### src/rtl/inert_pkg.sv
// Shared types and constants for the inertial sensor interface.
// Optional build macro: INT_TIMEOUT_EN (IDLE watchdog that reconfigures the sensor).
package inert_pkg;

    // Interface controller states.
    typedef enum logic [3:0] {
        PWR_WAIT,
        CFG0,
        CFG1,
        CFG2,
        CFG3,
        IDLE,
        RD0,
        RD1,
        RD2,
        RD3,
        UPDATE
    } inert_state_t;

    // Configuration words written after power-up.
    localparam logic [15:0] CFG_INT = 16'h0D02;  // INT pin on data ready
    localparam logic [15:0] CFG_ACC = 16'h1053;  // accel 208 Hz
    localparam logic [15:0] CFG_GYR = 16'h1150;  // gyro 208 Hz
    localparam logic [15:0] CFG_RND = 16'h1460;  // rounding

    // Read command bytes (bit 7 set = read).
    localparam logic [7:0] RD_RTL = 8'hA2;  // pitch rate low
    localparam logic [7:0] RD_RTH = 8'hA3;  // pitch rate high
    localparam logic [7:0] RD_PTL = 8'hA4;  // pitch low
    localparam logic [7:0] RD_PTH = 8'hA5;  // pitch high

    // Timer widths: full and fast_sim variants.
    localparam int PWR_W      = 16;
    localparam int PWR_W_FAST = 10;
    localparam int WD_W       = 17;
    localparam int WD_W_FAST  = 11;

    // A read frame is the command byte followed by a don't-care byte.
    function automatic logic [15:0] rd_cmd(input logic [7:0] reg_byte);
        return {reg_byte, 8'h00};
    endfunction

endpackage

### src/rtl/inert_intf_spi.sv
// SPI_mnrch: 16-bit SPI initiator, mode 3, MSB first, SCLK = clk/16.
// SS_n falls one clk after an accepted wrt; done pulses with SS_n rising.
module SPI_mnrch (
    input  logic        clk,
    input  logic        rst_n,
    input  logic        wrt,
    input  logic [15:0] wt_data,
    input  logic        MISO,
    output logic        done,
    output logic [15:0] rd_data,
    output logic        SS_n,
    output logic        SCLK,
    output logic        MOSI
);

    logic        busy;
    logic        first_fall;  // first SCLK fall only presents the MSB, no shift
    logic        miso_smpl;   // MISO captured at the SCLK rise
    logic [3:0]  div;         // SCLK phase: 0..7 high, 8..15 low
    logic [4:0]  rise_cnt;
    logic [15:0] shft;        // transmit word shifting out, received word shifting in

    // Frame sequencer: SCLK generation, sampling on rise, shifting on fall.
    always_ff @(posedge clk or negedge rst_n) begin
        if (!rst_n) begin
            busy       <= 1'b0;
            SS_n       <= 1'b1;
            SCLK       <= 1'b1;
            div        <= 4'd0;
            rise_cnt   <= 5'd0;
            shft       <= 16'h0000;
            first_fall <= 1'b0;
            miso_smpl  <= 1'b0;
            done       <= 1'b0;
        end else begin
            done <= 1'b0;
            if (!busy) begin
                // wrt is only honoured while idle; a wrt during a frame is dropped.
                if (wrt) begin
                    busy       <= 1'b1;
                    SS_n       <= 1'b0;
                    SCLK       <= 1'b1;
                    div        <= 4'd0;
                    rise_cnt   <= 5'd0;
                    shft       <= wt_data;
                    first_fall <= 1'b1;
                end
            end else begin
                div <= div + 4'd1;
                if (rise_cnt == 5'd16) begin
                    // Back porch: fold in the last sample and close the frame.
                    if (div == 4'd3) begin
                        shft <= {shft[14:0], miso_smpl};
                        busy <= 1'b0;
                        SS_n <= 1'b1;
                        done <= 1'b1;
                    end
                end else if (div == 4'd7) begin
                    SCLK       <= 1'b0;
                    first_fall <= 1'b0;
                    if (!first_fall) begin
                        shft <= {shft[14:0], miso_smpl};
                    end
                end else if (div == 4'd15) begin
                    SCLK      <= 1'b1;
                    miso_smpl <= MISO;
                    rise_cnt  <= rise_cnt + 5'd1;
                end
            end
        end
    end

    assign rd_data = shft;
    assign MOSI    = ~SS_n & shft[15];

endmodule

### src/rtl/inert_intf.sv
// inert_intf: powers up and configures the inertial sensor over SPI, then reads
// pitch rate and pitch on each data-ready interrupt.
// Optional build macro: INT_TIMEOUT_EN adds an IDLE watchdog that reconfigures
// the sensor when no interrupt arrives in time.
//
// Output handshake: vld is a one-cycle strobe with no ready/backpressure; it is
// high exactly in the cycle ptch/ptch_rt first show a new sample, and the
// consumer must take the values then or later (they hold until the next vld).
module inert_intf
    import inert_pkg::*;
#(
    parameter int fast_sim = 1
) (
    input  logic        clk,
    input  logic        rst_n,
    input  logic        INT,
    input  logic        MISO,
    output logic        SS_n,
    output logic        SCLK,
    output logic        MOSI,
    output logic        vld,
    output logic [15:0] ptch,
    output logic [15:0] ptch_rt
);

    inert_state_t    state, nxt_state;
    logic            int_ff1, int_ff2, int_ff3;
    logic            int_rise;
    logic [PWR_W-1:0] timer;
    logic            pwr_done;
    logic            wrt;
    logic [15:0]     wt_data;
    logic            done;
    logic [15:0]     rd_data;
    logic [7:0]      rt_lo, rt_hi, pt_lo, pt_hi;
    logic            upd;
    logic            wd_expired;
    logic            unused_rd_hi;

    SPI_mnrch u_spi (
        .clk     (clk),
        .rst_n   (rst_n),
        .wrt     (wrt),
        .wt_data (wt_data),
        .MISO    (MISO),
        .done    (done),
        .rd_data (rd_data),
        .SS_n    (SS_n),
        .SCLK    (SCLK),
        .MOSI    (MOSI)
    );

    // Only the low byte of each read response carries register data.
    assign unused_rd_hi = ^rd_data[15:8];

    // Synchronise INT; third flop gives the previous value for edge detection.
    always_ff @(posedge clk or negedge rst_n) begin
        if (!rst_n) begin
            int_ff1 <= 1'b0;
            int_ff2 <= 1'b0;
            int_ff3 <= 1'b0;
        end else begin
            int_ff1 <= INT;
            int_ff2 <= int_ff1;
            int_ff3 <= int_ff2;
        end
    end

    assign int_rise = int_ff2 & ~int_ff3;

    // Power-up timer counts only while waiting for the sensor to boot.
    always_ff @(posedge clk or negedge rst_n) begin
        if (!rst_n)
            timer <= '0;
        else if (state == PWR_WAIT)
            timer <= timer + 1'b1;
        else
            timer <= '0;
    end

    assign pwr_done = (fast_sim != 0) ? (&timer[PWR_W_FAST-1:0]) : (&timer);

`ifdef INT_TIMEOUT_EN
    logic [WD_W-1:0] wd_cnt;

    // Watchdog runs only in IDLE and restarts on every interrupt.
    always_ff @(posedge clk or negedge rst_n) begin
        if (!rst_n)
            wd_cnt <= '0;
        else if ((state != IDLE) || int_rise)
            wd_cnt <= '0;
        else
            wd_cnt <= wd_cnt + 1'b1;
    end

    assign wd_expired = (state == IDLE) &&
                        ((fast_sim != 0) ? (&wd_cnt[WD_W_FAST-1:0]) : (&wd_cnt));
`else
    assign wd_expired = 1'b0;
`endif

    // State register.
    always_ff @(posedge clk or negedge rst_n) begin
        if (!rst_n)
            state <= PWR_WAIT;
        else
            state <= nxt_state;
    end

    // Next state; each frame is launched on the transition into its state.
    always_comb begin
        nxt_state = state;
        wrt       = 1'b0;
        wt_data   = 16'h0000;
        upd       = 1'b0;
        unique case (state)
            PWR_WAIT: if (pwr_done) begin
                nxt_state = CFG0; wrt = 1'b1; wt_data = CFG_INT;
            end
            CFG0: if (done) begin
                nxt_state = CFG1; wrt = 1'b1; wt_data = CFG_ACC;
            end
            CFG1: if (done) begin
                nxt_state = CFG2; wrt = 1'b1; wt_data = CFG_GYR;
            end
            CFG2: if (done) begin
                nxt_state = CFG3; wrt = 1'b1; wt_data = CFG_RND;
            end
            CFG3: if (done) nxt_state = IDLE;
            IDLE: begin
                if (int_rise) begin
                    nxt_state = RD0; wrt = 1'b1; wt_data = rd_cmd(RD_RTL);
                end else if (wd_expired) begin
                    nxt_state = CFG0; wrt = 1'b1; wt_data = CFG_INT;
                end
            end
            RD0: if (done) begin
                nxt_state = RD1; wrt = 1'b1; wt_data = rd_cmd(RD_RTH);
            end
            RD1: if (done) begin
                nxt_state = RD2; wrt = 1'b1; wt_data = rd_cmd(RD_PTL);
            end
            RD2: if (done) begin
                nxt_state = RD3; wrt = 1'b1; wt_data = rd_cmd(RD_PTH);
            end
            RD3: if (done) nxt_state = UPDATE;
            UPDATE: begin
                upd       = 1'b1;
                nxt_state = IDLE;
            end
            default: nxt_state = PWR_WAIT;
        endcase
    end

    // Capture each returned byte into its holding register.
    always_ff @(posedge clk or negedge rst_n) begin
        if (!rst_n) begin
            rt_lo <= 8'h00;
            rt_hi <= 8'h00;
            pt_lo <= 8'h00;
            pt_hi <= 8'h00;
        end else if (done) begin
            case (state)
                RD0:     rt_lo <= rd_data[7:0];
                RD1:     rt_hi <= rd_data[7:0];
                RD2:     pt_lo <= rd_data[7:0];
                RD3:     pt_hi <= rd_data[7:0];
                default: ;
            endcase
        end
    end

    // Publish both words together so a partial read never reaches the outputs.
    always_ff @(posedge clk or negedge rst_n) begin
        if (!rst_n) begin
            ptch    <= 16'h0000;
            ptch_rt <= 16'h0000;
            vld     <= 1'b0;
        end else begin
            vld <= upd;
            if (upd) begin
                ptch_rt <= {rt_hi, rt_lo};
                ptch    <= {pt_hi, pt_lo};
            end
        end
    end

endmodule

### config.mk
export PLATFORM = sky130hd
export DESIGN_NAME = inert_intf
export DESIGN_NICKNAME = d
export VERILOG_FILES = /design/src/rtl/inert_pkg.sv /design/src/rtl/inert_intf_spi.sv /design/src/rtl/inert_intf.sv
export SDC_FILE = /design/constraint.sdc
export NUM_CORES = 1
export LEC_CHECK = 0
export CORE_MARGIN = 5
export CORE_UTILIZATION = 38
export CTS_BUF_LIST = sky130_fd_sc_hd__clkbuf_4 sky130_fd_sc_hd__clkbuf_8
export DETAILED_ROUTE_END_ITERATION = 16
export PLACE_DENSITY_LB_ADDON = 0.15
export SYNTH_ARGS = -nofsm -noshare
export SYNTH_HDL_FRONTEND = slang
export SYNTH_SLANG_ARGS = --single-unit
### constraint.sdc
create_clock -name clk -period 5.28 [get_ports clk]
set_clock_uncertainty 0.2 [all_clocks]
set_input_delay 1.056 -clock clk [delete_from_list [all_inputs] [get_ports clk]]
set_output_delay 1.056 -clock clk [all_outputs]
set_load 0.1 [all_outputs]
# Yosys cells after proc, flatten, opt, wreduce, memory -nomap -nowiden
# Cells that the tools add are included.
[totals] regBits=119 latch_bits=0 ram_bits=0 mem_bits_ro=0 in_bits=4 out_inout_bits=36 elab_cells=137 memories=0
[op_classes] n_addsub=3 multipliers=0 n_div=0 order_cmp=0 n_eq_ne=34 shift=0 muxes=58 bitwise=6 reduce_logical=15
[op_table] operator="$mux W16" count=11
[op_table] operator="$pmux W16 S8" count=1
[op_table] operator="$mux W4" count=12
[op_table] operator="$pmux W4 S11" count=1
[op_table] operator="$mux W13" count=3
[op_table] operator="$mux W5" count=5
[op_table] operator="$mux W1" count=23
[op_table] operator="$eq A4 B3 Y1 const B" count=5
[op_table] operator="$reduce_and A10 Y1" count=2
[op_table] operator="$add A16 B1 Y16 const B" count=1
[op_table] operator="$eq A4 B4 Y1 const B" count=4
[op_table] operator="$ne A2 B1 Y1 const B" count=8
[op_table] operator="$ne A2 B2 Y1 const B" count=8
[op_table] operator="$eq A4 B2 Y1 const B" count=3
[op_table] operator="$mux W12" count=1
[op_table] operator="$ne A3 B3 Y1 const B" count=4
[op_table] operator="$reduce_and A4 Y1" count=3
[op_table] operator="$reduce_and A3 Y1" count=3
[op_table] operator="$reduce_and A2 Y1" count=4
[op_table] operator="$reduce_or A6 Y1" count=1
[op_table] operator="$add A5 B1 Y5 const B" count=1
[op_table] operator="$eq A5 B5 Y1 const B" count=1
[op_table] operator="$add A4 B1 Y4 const B" count=1
[op_table] operator="$eq A4 B1 Y1 const B" count=1
[op_table] operator="other kinds (5)" count=9

# Depth between registers and ports, before layout
[depth] word_depth=6 mapped_depth=8 depth_no_buf=7

# By module
# A second synthesis with hierarchy kept.
[unflattened] hier_cells=374 area_unflattened_um2=5034.8
[by_module_without_submodules] module="inert_intf" n_inst=1 cells_per_inst=254 area_each_um2=3484.6 seq_area_each_um2=2052.0
[by_module_without_submodules] module="SPI_mnrch" n_inst=1 cells_per_inst=120 area_each_um2=1550.2 seq_area_each_um2=778.2

# Worst setup path after synthesis
# No wires, ideal clock.
[synth_path] path_kind="reg2out" startpoint="reg u_spi.SS_n" endpoint="out MOSI" arrival_time_ns=1.852 t_required_ns=4.024 slack_ns=2.172 path_stages_with_launch=2 path_buffers=0 path_cell_list="dfstp_2 -> nor2_1"
[synth_between] elab_chain_cells=2
[synth_rtl] element="from (decl)" line_no="inert_intf_spi.sv:11" source="output logic SS_n,"
[synth_rtl] element="from (signal assigned)" line_no="inert_intf_spi.sv:27" source="SS_n <= 1'b1;"
[synth_rtl] element="from (signal assigned)" line_no="inert_intf_spi.sv:41" source="SS_n <= 1'b0;"
[synth_rtl] element="from (signal assigned)" line_no="inert_intf_spi.sv:55" source="SS_n <= 1'b1;"
[synth_rtl] element="$not A1 Y1" line_no="inert_intf_spi.sv:74" source="assign MOSI = ~SS_n & shft[15];"
[synth_rtl] element="$and A1 B1 Y1" line_no="inert_intf_spi.sv:74"
[synth_rtl] element="to (decl)" line_no="inert_intf.sv:20" source="output logic MOSI,"
# No other way between the ends.

# Worst setup path after layout
[layout_path] startpoint="reg u_spi.SS_n" endpoint="out SS_n"
[layout_lines] element="to (decl)" line_no="inert_intf.sv:18" source="output logic SS_n,"
# No word-level cell between the ends.

==> impl_metrics.py <==
metrics = {
    "floorplan": {
        "fp.dieW_um": 123,
        "io_pins": 40,
        "die_area_mm2": 0.0152,
        "core_mm2": 0.0126,
        "initial_core_util_pct": 38.7,
        "rows": 41,
        "die_y_um": 123,
    },
    "synth": {
        "mappedNetlistNets": 385,
        "yosys-top-cells-area": "dfrtp_1 (57%), mux2_2 (13%), mux2_1 (3.7%)",
        "synth_common_cells": "dfrtp_1 (111), mux2_2 (57), nand2_1 (24)",
        "ys_ff_latch": 113,
        "synth_edf_count": 0,
        "synth_area_per_cell_um2": 12.9,
        "synth_area_mm2": 0.00487,
        "synth_seq_area_share_pct": 58.1,
        "postSynthCellCount": 377,
        "yosysMostFrequentCell": "dfrtp_1",
        "ys_async_sr_fraction_pct": 100,
        "yosysWarnings": 0,
        "synth_cell_types": 53,
        "synth_area_leader_cell": "dfrtp_1",
        "synth_flop_cell": "dfrtp_1",
        "synth_top_area_share_pct": 57.1,
    },
    "worst_setup_path": {
        "worstPathMaxFanout": 3,
        "crit_arrival_ns": 2.11,
        "critPathBufInv": 1,
        "slowest_delay_ns": 1.13,
        "critical_path.startpoint_type": "flop",
        "crit_chain": "clkdlybuf4s50_1",
        "critical_path_required_ns": 4.02,
        "end_kind": "output pin",
        "cp_top_family": "buffers and inverters",
        "criticalPathCategory": "flop to output pin",
        "slowest_stage": "clkdlybuf4s50_1",
    },
    "drt": {
        "via_per_inst": 5.04,
        "wire_per_inst_um": 15.7,
        "routed-via-count": 3054,
        "drtAntennaViolNets": 0,
        "drc": 0,
        "wirelength_mm": 9.50,
        "drt_iter0_drc": 160,
        "drtPass1Iterations": 4,
    },
    "timing": {
        "tightest_slew_ns": 0.980,
        "max_freq_mhz": 297,
        "min_period_over_period_pct": 63.7,
        "rsz0062_at_grt": "no",
        "slew_viol_final": 0,
        "hold_viol": 0,
        "slew_headroom_pct": 34.5,
        "setup_viol": 0,
        "period_minus_slack_ns": 3.37,
        "fin_ws_ns": 1.91,
        "setup_tns_ns": 0,
    },
    "power_and_ir_drop": {
        "ir_drop_mv": 0.315,
        "combinationalPowerShare_pct": 1.1,
        "p_sw_uw": 362,
        "seqPwrFrac_pct": 49.0,
        "clkPwrFrac_pct": 49.9,
        "swShare_pct": 20.4,
        "leakage_nw": 2.81,
        "p_int_mw": 1.41,
        "power.density_mw_per_mm2": 302,
    },
    "clock_tree": {
        "htreeDepth": 4,
        "postCtsSetupRepairBufs": 0,
        "clkTransAtPathRegs_ns": 0.07,
        "clk_latency_ns": 0.43,
        "cts_hold_buf": 0,
        "post_cts_resized": 0,
        "cts_buffers": 17,
        "cts_tree": "built",
        "cts_buffer_depth": 2,
        "cts_root_buf": "clkbuf_8",
        "cts.sinks": 113,
    },
    "grt": {
        "grt_antenna_before_repair": 0,
        "grt_util_all_layers_pct": 14.0,
        "grt_pass1_wl_mm": 16.0,
        "grt_max_degree": 79,
        "grt-ovfl-total": 0,
        "grt_pass1_vias": 3096,
    },
    "status": {
        "status": "completed",
    },
    "place": {
        "gp_congestion": 0.770,
        "place.detailed.hpwl_mm": 6.18,
        "pre_cts_ws_ns": 2.22,
        "io_buffers": 39,
    },
    "worst_hold_path": {
        "hp-class": "flop to flop",
    },
    "layout": {
        "syn2layout_area_growth_pct": 20.5,
        "nNetsFinal": 429,
        "antenna_cells": 0,
        "drive_gt1_share_pct": 24.9,
    },
    "job": {
        "cap_violations": 0,
    },
}
[sequential cells by signal, indices dropped and copies added (netlist names), 8 cells and up]
signal and flops:
rt_hi 8, ptch 16, rt_lo 8, pt_lo 8, pt_hi 8, ptch_rt 16, timer 10, u_spi.rd_data 16
[cell families after synthesis]
group / synth area share (%)
compound gates: 7.20
mux: 18.5
flops: 58.1
fa+ha+maj: 1.03
buf+inv: 2.01
xor+xnor: 2.34
simple gates: 10.7
[cells in the final DEF, fill, tap and decap left out, types with 13 or more instances in the layout]
master,count
clkbuf_8,22
clkdlybuf4s50_1,38
dfrtp_1,111
mux2_1,16
mux2_2,57
nand2_1,24
nand3_1,13
nor2_1,22
[cell type report]
cell class | count | area, um^2
timing repair buffer | 41 | 403
multi-input combinational | 240 | 1950
tap | 172 | 215
fill | 1178 | 6700
clock inverter | 8 | 124
inverter | 8 | 30.0
clock buffer | 24 | 318
sequential | 113 | 2830
[worst register-to-register path: cells and delay by family (launching register included)]
family / cells / cell delay (ns)
DFF: 1 / 0.62
AOI/OAI and AO/OA: 1 / 0.19
and+or+nand+nor: 3 / 1.52
muxes: 1 / 0.40
[final timing paths]
| path | slack (ns) | endpoint | cells after the start | start |
|---|---|---|---|---|
| worst min-delay path | 0.16 | int_ff2$_DFF_PN0_ | 0 | int_ff1$_DFF_PN0_ |
| worst max register to register | 2.23 | u_spi.rd_data[6]$_DFFE_PN0P_ | 5 | state[0]$_DFFE_PN0P_ |
| worst min register to register | 0.16 | int_ff2$_DFF_PN0_ | 0 | int_ff1$_DFF_PN0_ |
| worst max-delay path | 1.91 | SS_n | 1 | u_spi.SS_n$_DFFE_PN1P_ |
| min in group asynchronous | 0.56 | ptch[3]$_DFFE_PN0P_ | 1 | rst_n |
| max in group asynchronous | 3.26 | u_spi.SCLK$_DFFE_PN1P_ | 2 | rst_n |
[metal layers]
layer	part of all wire (%)	GRT usage [%]	vias up	wire (um)
met4	1.6	5.74	0	152
met3	4.8	5.12	17	457
met5	0	0	-	0
met2	45	20.3	63	4300
met1	48	19.0	1543	4590
li1	-	-	1431	-
[power by group through the flow]
stage                     combinational (mW)  clock [mW]  sequential, mW
after floorplan                      0.00110           0           0.884
after global placement                0.0214           0           0.884
after detailed placement              0.0217           0           0.884
after CTS                             0.0218       0.916           0.868
after global routing                  0.0244       0.959           0.868
final                                 0.0199       0.885           0.868
[stage by stage]
stage / hold slack [ns] / util, % / std cells / area [um^2] / total power [mW]
after floorplan: 0.131 / - / 377 / 4870 / 0.885
after global placement: 0.134 / 43.2 / 574 / 5420 / 0.906
after detailed placement: 0.142 / 43.2 / 574 / 5420 / 0.906
after CTS: 0.159 / 46.7 / 606 / 5870 / 1.81
after global routing: 0.174 / 46.7 / 606 / 5870 / 1.85
final: 0.156 / 46.7 / 606 / 5870 / 1.77
Power figures use the tool's default switching activity.
